[config.mk]
export PLATFORM = sky130hd
export DESIGN_NAME = dmem_arbiter
export DESIGN_NICKNAME = d
export VERILOG_FILES = /design/src/rtl/dmem_arbiter.sv
export SDC_FILE = /design/constraint.sdc
export NUM_CORES = 1
export LEC_CHECK = 0
export ABC_AREA = 1
export BUFFER_PORTS_ARGS = -buffer_cell sky130_fd_sc_hd__buf_2
export CAP_MARGIN = 10
export CORE_AREA = 5 5 114 116
export CTS_CLUSTER_DIAMETER = 30
export DETAILED_ROUTE_END_ITERATION = 8
export DIE_AREA = 0 0 119 121
export PLACE_DENSITY = 0.67
export SETUP_SLACK_MARGIN = 0.1
export SYNTH_ARGS = -nofsm -noshare
export SYNTH_HDL_FRONTEND = slang
export SYNTH_SLANG_ARGS = --single-unit
[constraint.sdc]
create_clock -name clk -period 0.9 [get_ports clk]
set_input_delay 0.045 -clock clk [delete_from_list [all_inputs] [get_ports clk]]
set_output_delay 0.045 -clock clk [all_outputs]
set_load 0.005 [all_outputs]
[src/rtl/dmem_arbiter.sv]
// dmem_arbiter: shares the single-port data memory between the CPU MEM stage
// and a DMA/loader port, counts out multi-cycle accesses and stalls the
// pipeline while a CPU access is outstanding.
// Optional build macro DMEM_ARB_FAIR_EN adds DMA anti-starvation; without it
// the CPU has strict priority.
module dmem_arbiter #(
  parameter int ACCESS_CYCLES = 1,
  parameter int STARVE_LIMIT  = 4
) (
  input  logic        clk,
  input  logic        clrn,
  input  logic [31:0] mem_Alu_Result,
  input  logic [31:0] mem_rb,
  input  logic        mem_wmem,
  input  logic        mem_m2reg,
  output logic [31:0] cpu_rdata,
  output logic        cpu_stall,
  input  logic        dma_req,
  input  logic        dma_we,
  input  logic [31:0] dma_addr,
  input  logic [31:0] dma_wdata,
  output logic        dma_ack,
  output logic [31:0] dma_rdata,
  output logic        m_en,
  output logic        m_we,
  output logic [31:0] m_addr,
  output logic [31:0] m_wdata,
  input  logic [31:0] m_rdata
);

  localparam int DATA_W = 32;
  localparam int CNT_W  = (ACCESS_CYCLES > 1) ? $clog2(ACCESS_CYCLES) : 1;
  localparam logic [CNT_W-1:0] CNT_LAST = CNT_W'(ACCESS_CYCLES - 1);
  localparam bit MULTI = (ACCESS_CYCLES > 1);

  if (ACCESS_CYCLES < 1 || STARVE_LIMIT < 0) begin : g_bad_param
    $error("dmem_arbiter: ACCESS_CYCLES must be >= 1 and STARVE_LIMIT >= 0");
  end

  typedef enum logic [1:0] {IDLE, CPU_BUSY, DMA_BUSY} state_t;

  state_t           state, state_nxt;
  logic [CNT_W-1:0] cnt, cnt_nxt;
  logic             cpu_req;
  logic             grant_cpu, grant_dma;
  logic             cpu_own, dma_own;
  logic             last, cpu_done, dma_done;
  logic             dma_force;

  assign cpu_req = mem_wmem | mem_m2reg;

`ifdef DMEM_ARB_FAIR_EN
  localparam int SC_W = (STARVE_LIMIT > 0) ? $clog2(STARVE_LIMIT + 1) : 1;
  localparam logic [SC_W-1:0] SC_LIMIT = SC_W'(STARVE_LIMIT);
  logic [SC_W-1:0] starve_cnt;

  assign dma_force = dma_req && (starve_cnt == SC_LIMIT);

  // Count CPU grants that DMA had to sit through; reset once DMA is served or gives up
  always_ff @(posedge clk or negedge clrn) begin
    if (!clrn) begin
      starve_cnt <= '0;
    end else if (!dma_req || grant_dma) begin
      starve_cnt <= '0;
    end else if (grant_cpu && starve_cnt != SC_LIMIT) begin
      starve_cnt <= starve_cnt + 1'b1;
    end
  end
`else
  assign dma_force = 1'b0;
`endif

  // Arbitration, output muxing and access sequencing for the current cycle
  always_comb begin
    grant_cpu = 1'b0;
    grant_dma = 1'b0;
    state_nxt = state;
    cnt_nxt   = cnt;
    m_en      = 1'b0;
    m_we      = 1'b0;
    m_addr    = '0;
    m_wdata   = '0;
    cpu_rdata = '0;

    if (clrn && state == IDLE) begin
      if (dma_force)    grant_dma = 1'b1;
      else if (cpu_req) grant_cpu = 1'b1;
      else if (dma_req) grant_dma = 1'b1;
    end

    cpu_own  = grant_cpu | (state == CPU_BUSY);
    dma_own  = grant_dma | (state == DMA_BUSY);
    // In IDLE cnt is 0, which equals CNT_LAST only for single-cycle accesses
    last     = (cnt == CNT_LAST);
    cpu_done = cpu_own & last;
    dma_done = dma_own & last;

    if (cpu_own) begin
      m_en    = 1'b1;
      m_we    = mem_wmem;
      m_addr  = mem_Alu_Result;
      m_wdata = mem_rb;
    end else if (dma_own) begin
      m_en    = 1'b1;
      m_we    = dma_we;
      m_addr  = dma_addr;
      m_wdata = dma_wdata;
    end

    if (cpu_done) cpu_rdata = m_rdata;

    case (state)
      IDLE: begin
        if (MULTI && grant_cpu) begin
          state_nxt = CPU_BUSY;
          cnt_nxt   = CNT_W'(1);
        end else if (MULTI && grant_dma) begin
          state_nxt = DMA_BUSY;
          cnt_nxt   = CNT_W'(1);
        end
      end
      default: begin
        if (cnt == CNT_LAST) begin
          state_nxt = IDLE;
          cnt_nxt   = '0;
        end else begin
          cnt_nxt = cnt + 1'b1;
        end
      end
    endcase
  end

  assign cpu_stall = clrn & cpu_req & ~cpu_done;
  assign dma_ack   = dma_done;

  // State and access counter; reset aborts any access in flight
  always_ff @(posedge clk or negedge clrn) begin
    if (!clrn) begin
      state <= IDLE;
      cnt   <= '0;
    end else begin
      state <= state_nxt;
      cnt   <= cnt_nxt;
    end
  end

  // Capture DMA read data at the end of its completion cycle and hold it
  always_ff @(posedge clk or negedge clrn) begin
    if (!clrn) begin
      dma_rdata <= '0;
    end else if (dma_done && !dma_we) begin
      dma_rdata <= m_rdata[DATA_W-1:0];
    end
  end

endmodule
==> key figures, run 1 <==
Status
  • Outcome: finished with violations
  • Failing checks: setup timing

Global route
  • Initial antenna violation count: 0
  • Vias in the first global route: 3652
  • First-pass GRT wire length: between 15000 and 20000 um
  • Largest net degree at the start of global routing: between 40 and 50
  • All-Layer GR Usage: between 15 and 20%
  • Remaining global-route overflow: 0

Pwr
  • P_leak: 3.318 nW
  • Pwr Total: 0.006272 W
  • Worst VDD drop: ~0.73 mV
  • Pwr dens: 1210 nW/um2

Clocking
  • Buffer depth of the longest clock path: 2
  • Clk pin slew, worst setup/hold paths: roughly 0.05 ns
  • H-tree depth: 2
  • Num CTS Buffers: 5
  • CTS tree: done
  • Worst skew pair latency: around 0.27 ns
  • CTS root buffer: clkbuf_16
  • Clock sinks: 32

Timing
  • Worst-Margin Slew: roughly 0.62 ns
  • Pins Over Slew Limit: 0
  • Final setup viols: approximately 70
  • Hold Violations, Final: 0
  • Clock skew: 0 ns
  • Post-route setup TNS: -3.571 ns
  • Fmax: 1.012 GHz
  • Final period util: 109.8%
  • Hold Worst Slack: between 0.03 and 0.04 ns
  • Fin crit period: between 0.9 and 1 ns
  • Setup WS post-layout: -0.08828 ns
  • Slew HR: between 50% and 60%
  • RSZ-0062 raised after global routing: true

Routing
  • Wire per inst: approximately 15 um
  • Initial DRC Count: 207
  • DRT Wirelength: approximately 13000 um
  • DRT antenna net count: 0
  • Vias: just under 4000
  • DRC: 0
  • Drt pass-1 iters: 4
  • Post-DR vias/cell: between 4 and 5

Hold path
  • HP Class: input pin to flop
  • Cell count of the worst hold path: 3

Placed design
  • Port-buffer cells: about 300
  • RD Place Congestion: around 0.82
  • Placed Area: slightly above 4000 um2
  • DP Wirelength: ~9500 um

Synthesis
  • Mapped cell area: 2416 um2
  • Syn Nets: 592
  • Yosys cell types: 16
  • Sequential area share after synthesis: around a third
  • Count of state elements after synthesis: 32
  • Post-Syn Instances: 426
  • Mean Syn Cell Area: ~5.7 um2
  • Synthesis Warnings: 0

Layout
  • Layout cell share with drive strength beyond 1: about 55%
  • Layout Nets: between 900 and 1000
  • Commonest non-fill, non-tap cell in the layout: buf_2
  • Most frequent cells in the layout: buf_2 (288), nand2_1 (238), inv_1 (32), nand4_1 (32), dfrtp_1 (32)
  • Area grow syn2layout: 114.4%
  • Max reg flops: 32
  • Fill cells: 1212
  • ANT cells: 0
  • Largest regs: dma_rdata x32
  • Design Area, Final: just over 5000 um2
  • Final Core Density: between 40% and 50%
  • Biggest register: dma_rdata

Critical path
  • Arrival @ worst endpoint: approximately 0.94 ns
  • Largest stage delay, worst path: around 0.21 ns
  • Slowest cell on the critical path: o21ai_4
  • CP Cell Sequence: buf_8 > o21ai_4 > inv_4 > clkbuf_16 > nand2_1 > nand2_1 > buf_2
  • Worst reg2reg path depth: 3
  • Crit path capture type: output pin
  • Startpoint Class: input pin
  • CP most frequent cell: nand2_1
  • Crit Path Max Fanout: 22
  • WP data required: approximately 0.85 ns
  • Critical path class: input pin to output pin

Die
  • Die height: 121 um
  • Core Area: about 12000 um2
  • Core Rows: 40
  • Die width: 119 um
  • IO Count: 298
  • Total die area: between 10000 and 15000 um2
  • Initial core utilization: about a fifth

Flow run
  • Total of max-cap violations: 0
==> area by class of cell <==
cell class              instances  area, um2  area share (%)
multi-input cells             329       1649           31.83
flip-flops and latches         32      800.8           15.46
clock buffers                   5      125.1           2.415
inverters                      36      156.4           3.019
repair buffers                353       2223           42.91
well taps                     147      183.9           3.550
clock inverters                 3      42.54          0.8211
==> cells in the mapped netlist, drive strengths merged <==
cell | instances | area share [%]
nor2 | 33 | 5.4
nand3 | 1 | 0.21
nand4 | 32 | 8.3
buf | 22 | 5.1
dfrtp | 32 | 33
inv | 35 | 5.4
clkbuf | 7 | 1.1
o21ai | 2 | 0.57
nand2 | 260 | 40
clkinv | 1 | 0.16
conb | 1 | 0.16
==> per-stage QoR <==
stage	setup slack [ns]	cells
CTS	-0.07094	901
global route	-0.1396	905
detailed placement	-0.1962	861
global placement	-0.1553	861
finish	-0.08828	905
floorplan	0.1304	426
==> timing repair <==
action | in CTS | in global routing
setup buffers | 20 | 7
endpoints found under the hold margin | 32 | 0
gates cloned | 10 | 1
hold buffers | 2 | 0
gates resized for setup | 60 | 85
endpoints found under the setup margin | 133 | 174
pin swaps | 3 | 6
==> report_power, final <==
part	internal (W)	total [W]	switching (W)
Clock	0.00130	0.00192	0.000624
Combinational	0.00127	0.00246	0.00119
Sequential	0.00173	0.00189	0.000152
Total	0.00430	0.00627	0.00197
==> logic make-up after synthesis <==
logic type | after synthesis | share of synthesized area (%)
AOI/OAI and AO/OA | 2 | 0.5695
and+or+nand+nor | 326 | 54.32
DFF | 32 | 33.14
other | 1 | 0.1552
buffers and inverters | 65 | 11.81
==> worst max-delay path: cells and delay by family <==
family,cells,cell delay (ns)
AO/OA/AOI/OAI,1,0.21
AND/OR/NAND/NOR,2,0.14
buffers and inverters,4,0.55
==> final timing paths <==
kind | startpoint | end | slack, ns
max | mem_wmem | m_addr[3] | -0.09
min | m_rdata[15] | dma_rdata[15] | 0.04
max reg2reg | dma_rdata[18] | dma_rdata[18] | 0.18
min reg2reg | dma_rdata[10] | dma_rdata[10] | 0.46
max in group asynchronous | clrn | dma_rdata[13] | 0.41
min in group asynchronous | clrn | dma_rdata[7] | 0.05
==> per-layer routing <==
metal	vias up	wire length (um)	track usage, %
li1	1953	-	-
met1	1746	5163	20.03
met2	200	6723	28.29
met3	13	1179	4.382
met4	0	141	3.041
met5	-	0	0
(Power assumes the default switching activity.)
==> run 2, diff against run 1 <==
--- a/config.mk
+++ b/config.mk
@@ -8,10 +8,10 @@
 export ABC_AREA = 1
 export BUFFER_PORTS_ARGS = -buffer_cell sky130_fd_sc_hd__buf_2
 export CAP_MARGIN = 10
-export CORE_AREA = 5 5 114 116
+export CORE_AREA = 4 4 113 115
 export CTS_CLUSTER_DIAMETER = 30
 export DETAILED_ROUTE_END_ITERATION = 8
-export DIE_AREA = 0 0 119 121
+export DIE_AREA = 0 0 117 119
 export PLACE_DENSITY = 0.67
 export SETUP_SLACK_MARGIN = 0.1
 export SYNTH_ARGS = -nofsm -noshare
==> key figures, run 2 (same netlist as run 1, synthesis figures left out) <==
Timing
  • Fmax: 0.9915 GHz (-2.0%)
  • Fin crit period: 1.009 ns (+0.02031 ns)
  • Hold Worst Slack: 0.02998 ns (-0.007015 ns)
  • Final setup viols: 65 (-9.7%)
  • Final period util: 112.1% (+2.3 points)
  • RSZ-0062 raised after global routing: true
  • Setup WS post-layout: -0.1086 ns (-0.02031 ns)
  • Clock skew: 0 ns (unchanged)
  • Hold Violations, Final: 0 (unchanged)
  • Worst-Margin Slew: 0.5736 ns (-0.04914 ns)
  • Pins Over Slew Limit: 0 (unchanged)
  • Slew HR: 61.76% (+3.3 points)

Clocking
  • Worst skew pair latency: 0.27 ns (about the same)
  • CTS root buffer: clkbuf_16
  • Clk pin slew, worst setup/hold paths: 0.06 ns (about the same)
  • CTS tree: done
  • Buffer depth of the longest clock path: 2 (unchanged)
  • Num CTS Buffers: 5 (unchanged)
  • H-tree depth: 2 (unchanged)
  • Clock sinks: 32 (unchanged)

Layout
  • Most frequent cells in the layout: buf_2 (284), nand2_1 (186), nand2_2 (48)
  • Fill cells: 1223 (+0.91%)
  • Largest regs: dma_rdata x32
  • Commonest non-fill, non-tap cell in the layout: buf_2
  • Final Core Density: 43.75% (-0.12 points)
  • Area grow syn2layout: 113.9%
  • Layout cell share with drive strength beyond 1: 57.54% (+2.5 points)
  • Max reg flops: 32 (unchanged)
  • Layout Nets: 914 (-0.98%)
  • Biggest register: dma_rdata

Critical path
  • Crit path capture type: output pin
  • Arrival @ worst endpoint: 0.96 ns (+0.02 ns)
  • Critical path class: input pin to output pin
  • Crit path max-delay family: buffers and inverters
  • WP data required: 0.85 ns (about the same)
  • CP Cell Sequence: buf_8 > nor2_4 > nand2_4 > inv_6 > buf_12 > clkbuf_16 > nand2_2 > nand2_1 > buf_2
  • Crit Path Max Fanout: 7 (-68%)
  • Worst Path Buf+Inv: 5 (+1)
  • Largest stage delay, worst path: 0.17 ns (-0.04 ns)
  • Slowest cell on the critical path: clkbuf_16
  • Startpoint Class: input pin

Pwr
  • Worst VDD drop: 0.8816 mV (+21%)
  • P_leak: 3.452 nW (+4.0%)
  • Pwr Total: 0.006050 W (-3.5%)
  • Pwr dens: 1171 nW/um2 (-3.3%)

Flow run
  • Total of max-cap violations: 0 (unchanged)

Routing
  • Vias: 3792 (-3.1%)
  • Drt pass-1 iters: 4 (unchanged)
  • Post-DR vias/cell: 4.227 (-2.2%)
  • DRT antenna net count: 0 (unchanged)
  • DRC: 0 (unchanged)
  • Wire per inst: 14.51 um (-0.59%)
  • Initial DRC Count: 195 (-5.8%)
  • DRT Wirelength: 13010 um (-1.5%)

Global route
  • All-Layer GR Usage: 15.57% (-0.60 points)
  • Largest net degree at the start of global routing: 40 (-13%)
  • Remaining global-route overflow: 0 (unchanged)
  • First-pass GRT wire length: 17240 um (-9.0%)
  • Vias in the first global route: 3359 (-8.0%)
  • Initial antenna violation count: 1 (+1)

Status
  • Failing checks: setup timing
  • Outcome: finished with violations

Placed design
  • Port-buffer cells: 296 (unchanged)
  • RD Place Congestion: 0.7778 (-4.9%)
  • DP Wirelength: 8927 um (-5.9%)

Hold path
  • HP Class: input pin to asynchronous set/reset pin

Die
  • Die height: 119 um (-1.7%)
  • IO Count: 298 (unchanged)
  • Core Rows: 40 (unchanged)
  • Initial core utilization: 20.46% (unchanged)
  • Core Area: 11810 um2 (unchanged)
  • Die width: 117 um (-1.7%)
  • Total die area: 13920 um2 (-3.3%)
==> run 2: worst reg2reg max path, cell delays in order, from the launching register on <==
cell and delay (ns):
dfrtp_1 0.37, buf_4 0.13, nand2_1 0.06, nand2_1 0.05
==> run 2: timing repair <==
| item | CTS | global route |
|---|---|---|
| pin swaps | 7 | 19 |
| endpoints found under the hold margin | 32 | 0 |
| setup buffers | 14 | 3 |
| setup endpoints to repair | 131 | 175 |
| gates resized for setup | 48 | 91 |
| hold buffers | 2 | 0 |
| gates cloned | 5 | 5 |
==> run 2: per-stage QoR <==
stage          setup TNS (ns)  setup slack [ns]  area (um2)  instances
2_1_floorplan               0            0.1304        2416        426
3_3_place_gp           -10.39           -0.1585        4144        860
3_5_place_dp           -12.23           -0.1985        4144        860
4_1_cts                -4.304           -0.1012        4701        888
5_1_grt                -9.823           -0.1669        5167        897
6_report               -5.468           -0.1086        5167        897
==> run 2: final timing paths <==
check                                    from       endpoint  slack (ns)  cells after the start
worst max-delay path                 mem_wmem    m_wdata[24]       -0.11                      9
min in group clk                   m_rdata[6]   dma_rdata[6]        0.03                      3
max in group asynchronous                clrn  dma_rdata[26]        0.37                      3
worst min register to register  dma_rdata[12]  dma_rdata[12]        0.46                      2
worst min-delay path                     clrn  dma_rdata[11]        0.03                      3
worst max register to register   dma_rdata[7]   dma_rdata[7]        0.17                      3
==> run 2: cell type report <==
class | count | area, um2 | area share, %
antenna | 1 | 2.502 | 0.04843
clock buffer | 6 | 128.9 | 2.494
clock inverter | 2 | 35.03 | 0.6780
inverter | 36 | 143.9 | 2.785
multi-input combinational | 329 | 1662 | 32.15
sequential | 32 | 800.8 | 15.50
tap | 147 | 183.9 | 3.559
timing repair buffer | 344 | 2211 | 42.78
==> run 2: power by group <==
group          switching, W  total (W)  internal, W  leakage (nW)
sequential         0.000147    0.00188      0.00173         0.407
combinational       0.00109    0.00227      0.00117          2.96
clock              0.000605    0.00191      0.00130        0.0808
total               0.00184    0.00605      0.00421          3.45
==> run 2: per-layer routing <==
layer | part of all wire, % | track usage [%]
met5 | 0 | 0
met4 | 1.1 | 3.297
met3 | 7.8 | 2.846
met2 | 50 | 27.13
met1 | 41 | 19.82
==> run 3, diff against run 2 <==
--- a/config.mk
+++ b/config.mk
@@ -13,7 +13,8 @@
 export DETAILED_ROUTE_END_ITERATION = 8
 export DIE_AREA = 0 0 117 119
 export PLACE_DENSITY = 0.67
-export SETUP_SLACK_MARGIN = 0.1
+export RECOVER_POWER = 25
+export SETUP_SLACK_MARGIN = 0.15
 export SYNTH_ARGS = -nofsm -noshare
 export SYNTH_HDL_FRONTEND = slang
 export SYNTH_SLANG_ARGS = --single-unit
==> key figures, run 3 (same netlist as run 1, synthesis figures left out) <==
Status
  • Outcome: finished with violations
  • Failing checks: hold timing, setup timing

Critical path
  • Reg-to-reg setup timing slack: 0.18 ns (about the same)
  • Critical Path Stages: 10 (+1)
  • Arrival @ worst endpoint: 1.01 ns (+0.05 ns)
  • Crit path capture type: output pin
  • Largest stage delay, worst path: 0.14 ns (-0.03 ns)
  • Startpoint Class: input pin
  • Critical path class: input pin to output pin
  • Worst Path Buf+Inv: 6 (+1)
  • WP data required: 0.85 ns (about the same)
  • Slowest cell on the critical path: buf_16
  • Crit path max-delay family: buffers and inverters
  • R2r startpoint: dma_rdata[20]
  • Crit. Startpoint: mem_wmem
  • Crit path to: m_wdata[23]
  • Crit Path Max Fanout: 7 (unchanged)
  • CP Cell Sequence: buf_8 > nor2_4 > nand2_4 > inv_6 > buf_6 > buf_12 > buf_16 > nand2_4 > nand2_2 > buf_6
  • Worst reg2reg path depth: 3 (unchanged)
  • Worst reg2reg path endpoint: dma_rdata[20]

Timing
  • Pins Over Slew Limit: 0 (unchanged)
  • Hold Worst Slack: -0.2248 ns (-0.2548 ns)
  • Fmax: 0.9463 GHz (-4.6%)
  • Fin crit period: 1.057 ns (+0.04815 ns)
  • Setup WS post-layout: -0.1567 ns (-0.04815 ns)
  • Hold Violations, Final: 32 (+32)
  • Worst-Margin Slew: 0.5094 ns (-0.06420 ns)
  • Post-route setup TNS: -7.088 ns (-1.619 ns)
  • Final period util: 117.4% (+5.4 points)
  • Clock skew: 0 ns (unchanged)
  • Final setup viols: 98 (+51%)
  • RSZ-0062 raised after global routing: true
  • Slew HR: 66.04% (+4.3 points)

Layout
  • Commonest non-fill, non-tap cell in the layout: buf_2
  • Biggest register: dma_rdata
  • Most frequent cells in the layout: buf_2 (282), nand2_1 (204), nand2_2 (39)
  • Area grow syn2layout: 112.1%
  • Final Core Density: 43.38% (-0.37 points)
  • Layout cell share with drive strength beyond 1: 55.53% (-2.0 points)
  • Max reg flops: 32 (unchanged)
  • Layout Nets: 916 (+0.22%)
  • Largest regs: dma_rdata x32

Clocking
  • CTS tree: done
  • Clock sinks: 32 (unchanged)
  • H-tree depth: 2 (unchanged)
  • Worst skew pair latency: 0.27 ns (about the same)
  • Num CTS Buffers: 5 (unchanged)
  • Clk pin slew, worst setup/hold paths: 0.06 ns (about the same)
  • Buffer depth of the longest clock path: 2 (unchanged)
  • CTS root buffer: clkbuf_16

Routing
  • Vias: 3779 (-0.34%)
  • DRC: 0 (unchanged)
  • Post-DR vias/cell: 4.204 (-0.56%)
  • Drt pass-1 iters: 4 (unchanged)
  • DRT Wirelength: 12750 um (-2.1%)
  • Initial DRC Count: 175 (-10%)
  • Wire per inst: 14.18 um (-2.3%)
  • DRT antenna net count: 0 (unchanged)

Global route
  • Remaining global-route overflow: 0 (unchanged)
  • All-Layer GR Usage: 16.19% (+0.62 points)
  • Initial antenna violation count: 1 (unchanged)
  • First-pass GRT wire length: 17770 um (+3.1%)
  • Largest net degree at the start of global routing: 29 (-28%)
  • Vias in the first global route: 3409 (+1.5%)

Die
  • Initial core utilization: 20.46% (unchanged)
  • IO Count: 298 (unchanged)
  • Total die area: 13920 um2 (unchanged)
  • Die width: 117 um (unchanged)
  • Core Rows: 40 (unchanged)
  • Core Area: 11810 um2 (unchanged)
  • Die height: 119 um (unchanged)

Flow run
  • Total of max-cap violations: 0 (unchanged)

Pwr
  • Sw Pwr: 0.001829 W (-0.69%)
  • Clock power share: 31.5% (about the same)
  • Internal: 0.004230 W (+0.52%)
  • Power share of the sequential group: 31.1% (about the same)
  • Pwr dens: 1183 nW/um2 (+1.0%)
  • Sw frac: 30.19% (-0.26 points)
  • Worst VDD drop: 0.8803 mV (-0.15%)
  • P_leak: 3.382 nW (-2.0%)
  • Power share of the combinational group: 37.4% (about the same)

Placed design
  • Port-buffer cells: 296 (unchanged)
  • RD Place Congestion: 0.7778 (unchanged)
  • DP Wirelength: 8927 um (unchanged)
  • Pre-CTS setup slack: -0.1985 ns (unchanged)

Hold path
  • HP Class: input pin to asynchronous set/reset pin
-- run 3: power groups by stage --
stage	Sequential (W)	Combinational [W]	Clock (W)
after detailed placement	0.00189	0.00187	0
after CTS	0.00188	0.00217	0.00196
after global routing	0.00192	0.00253	0.00201
final	0.00188	0.00227	0.00191
after floorplan	0.00193	0.000648	0
after global placement	0.00189	0.00185	0
-- run 3: what timing repair did --
action                                  CTS  global route
gates cloned                              7             2
resized for setup                        60            60
setup buffers                            17             4
pin swaps                                 8            18
endpoints found under the setup margin  131           162
endpoints found under the hold margin    32            32
-- run 3: worst reg2reg max path, delay by kind of cell (launching register included) --
| kind | cells | cell delay (ns) |
|---|---|---|
| DFF | 1 | 0.38 |
| and+or+nand+nor | 2 | 0.10 |
| buffers and inverters | 1 | 0.13 |
-- run 3: worst min path at each step --
stage,start,end,depth (start not counted)
3_5_place_dp,clrn,dma_rdata[7],2
4_1_cts,clrn,dma_rdata[11],3
5_1_grt,clrn,dma_rdata[11],3
2_1_floorplan,clrn,dma_rdata[0],0
6_report,clrn,dma_rdata[11],3
3_3_place_gp,clrn,dma_rdata[11],2
-- run 3: final cells by class --
| cell class | count | area, um2 |
|---|---|---|
| diodes | 1 | 2.502 |
| multi-input cells | 329 | 1574 |
| clock inverters | 2 | 35.03 |
| repair buffers | 346 | 2256 |
| clock buffers | 6 | 128.9 |
| well taps | 147 | 183.9 |
| fillers | 1229 | 6688 |
| flip-flops and latches | 32 | 800.8 |
| inverters | 36 | 142.6 |
-- run 3: per-layer routing --
| layer | GRT usage (%) | vias up | share of wire [%] |
|---|---|---|---|
| met5 | 0 | - | 0 |
| met4 | 3.513 | 0 | 1.5 |
| met3 | 2.896 | 14 | 7.5 |
| met2 | 28.34 | 182 | 50 |
| met1 | 20.51 | 1643 | 41 |
| li1 | - | 1940 | - |
-- run 3: through the flow --
step | power, W | cell area [um2] | hold slack (ns) | cells
2_1_floorplan | 0.002580 | 2416 | -0.2506 | 426
3_3_place_gp | 0.003748 | 4144 | 0.04937 | 860
4_1_cts | 0.006007 | 4832 | -0.2211 | 892
5_1_grt | 0.006460 | 5124 | -0.2146 | 899
3_5_place_dp | 0.003762 | 4144 | 0.05505 | 860
6_report | 0.006060 | 5124 | -0.2248 | 899
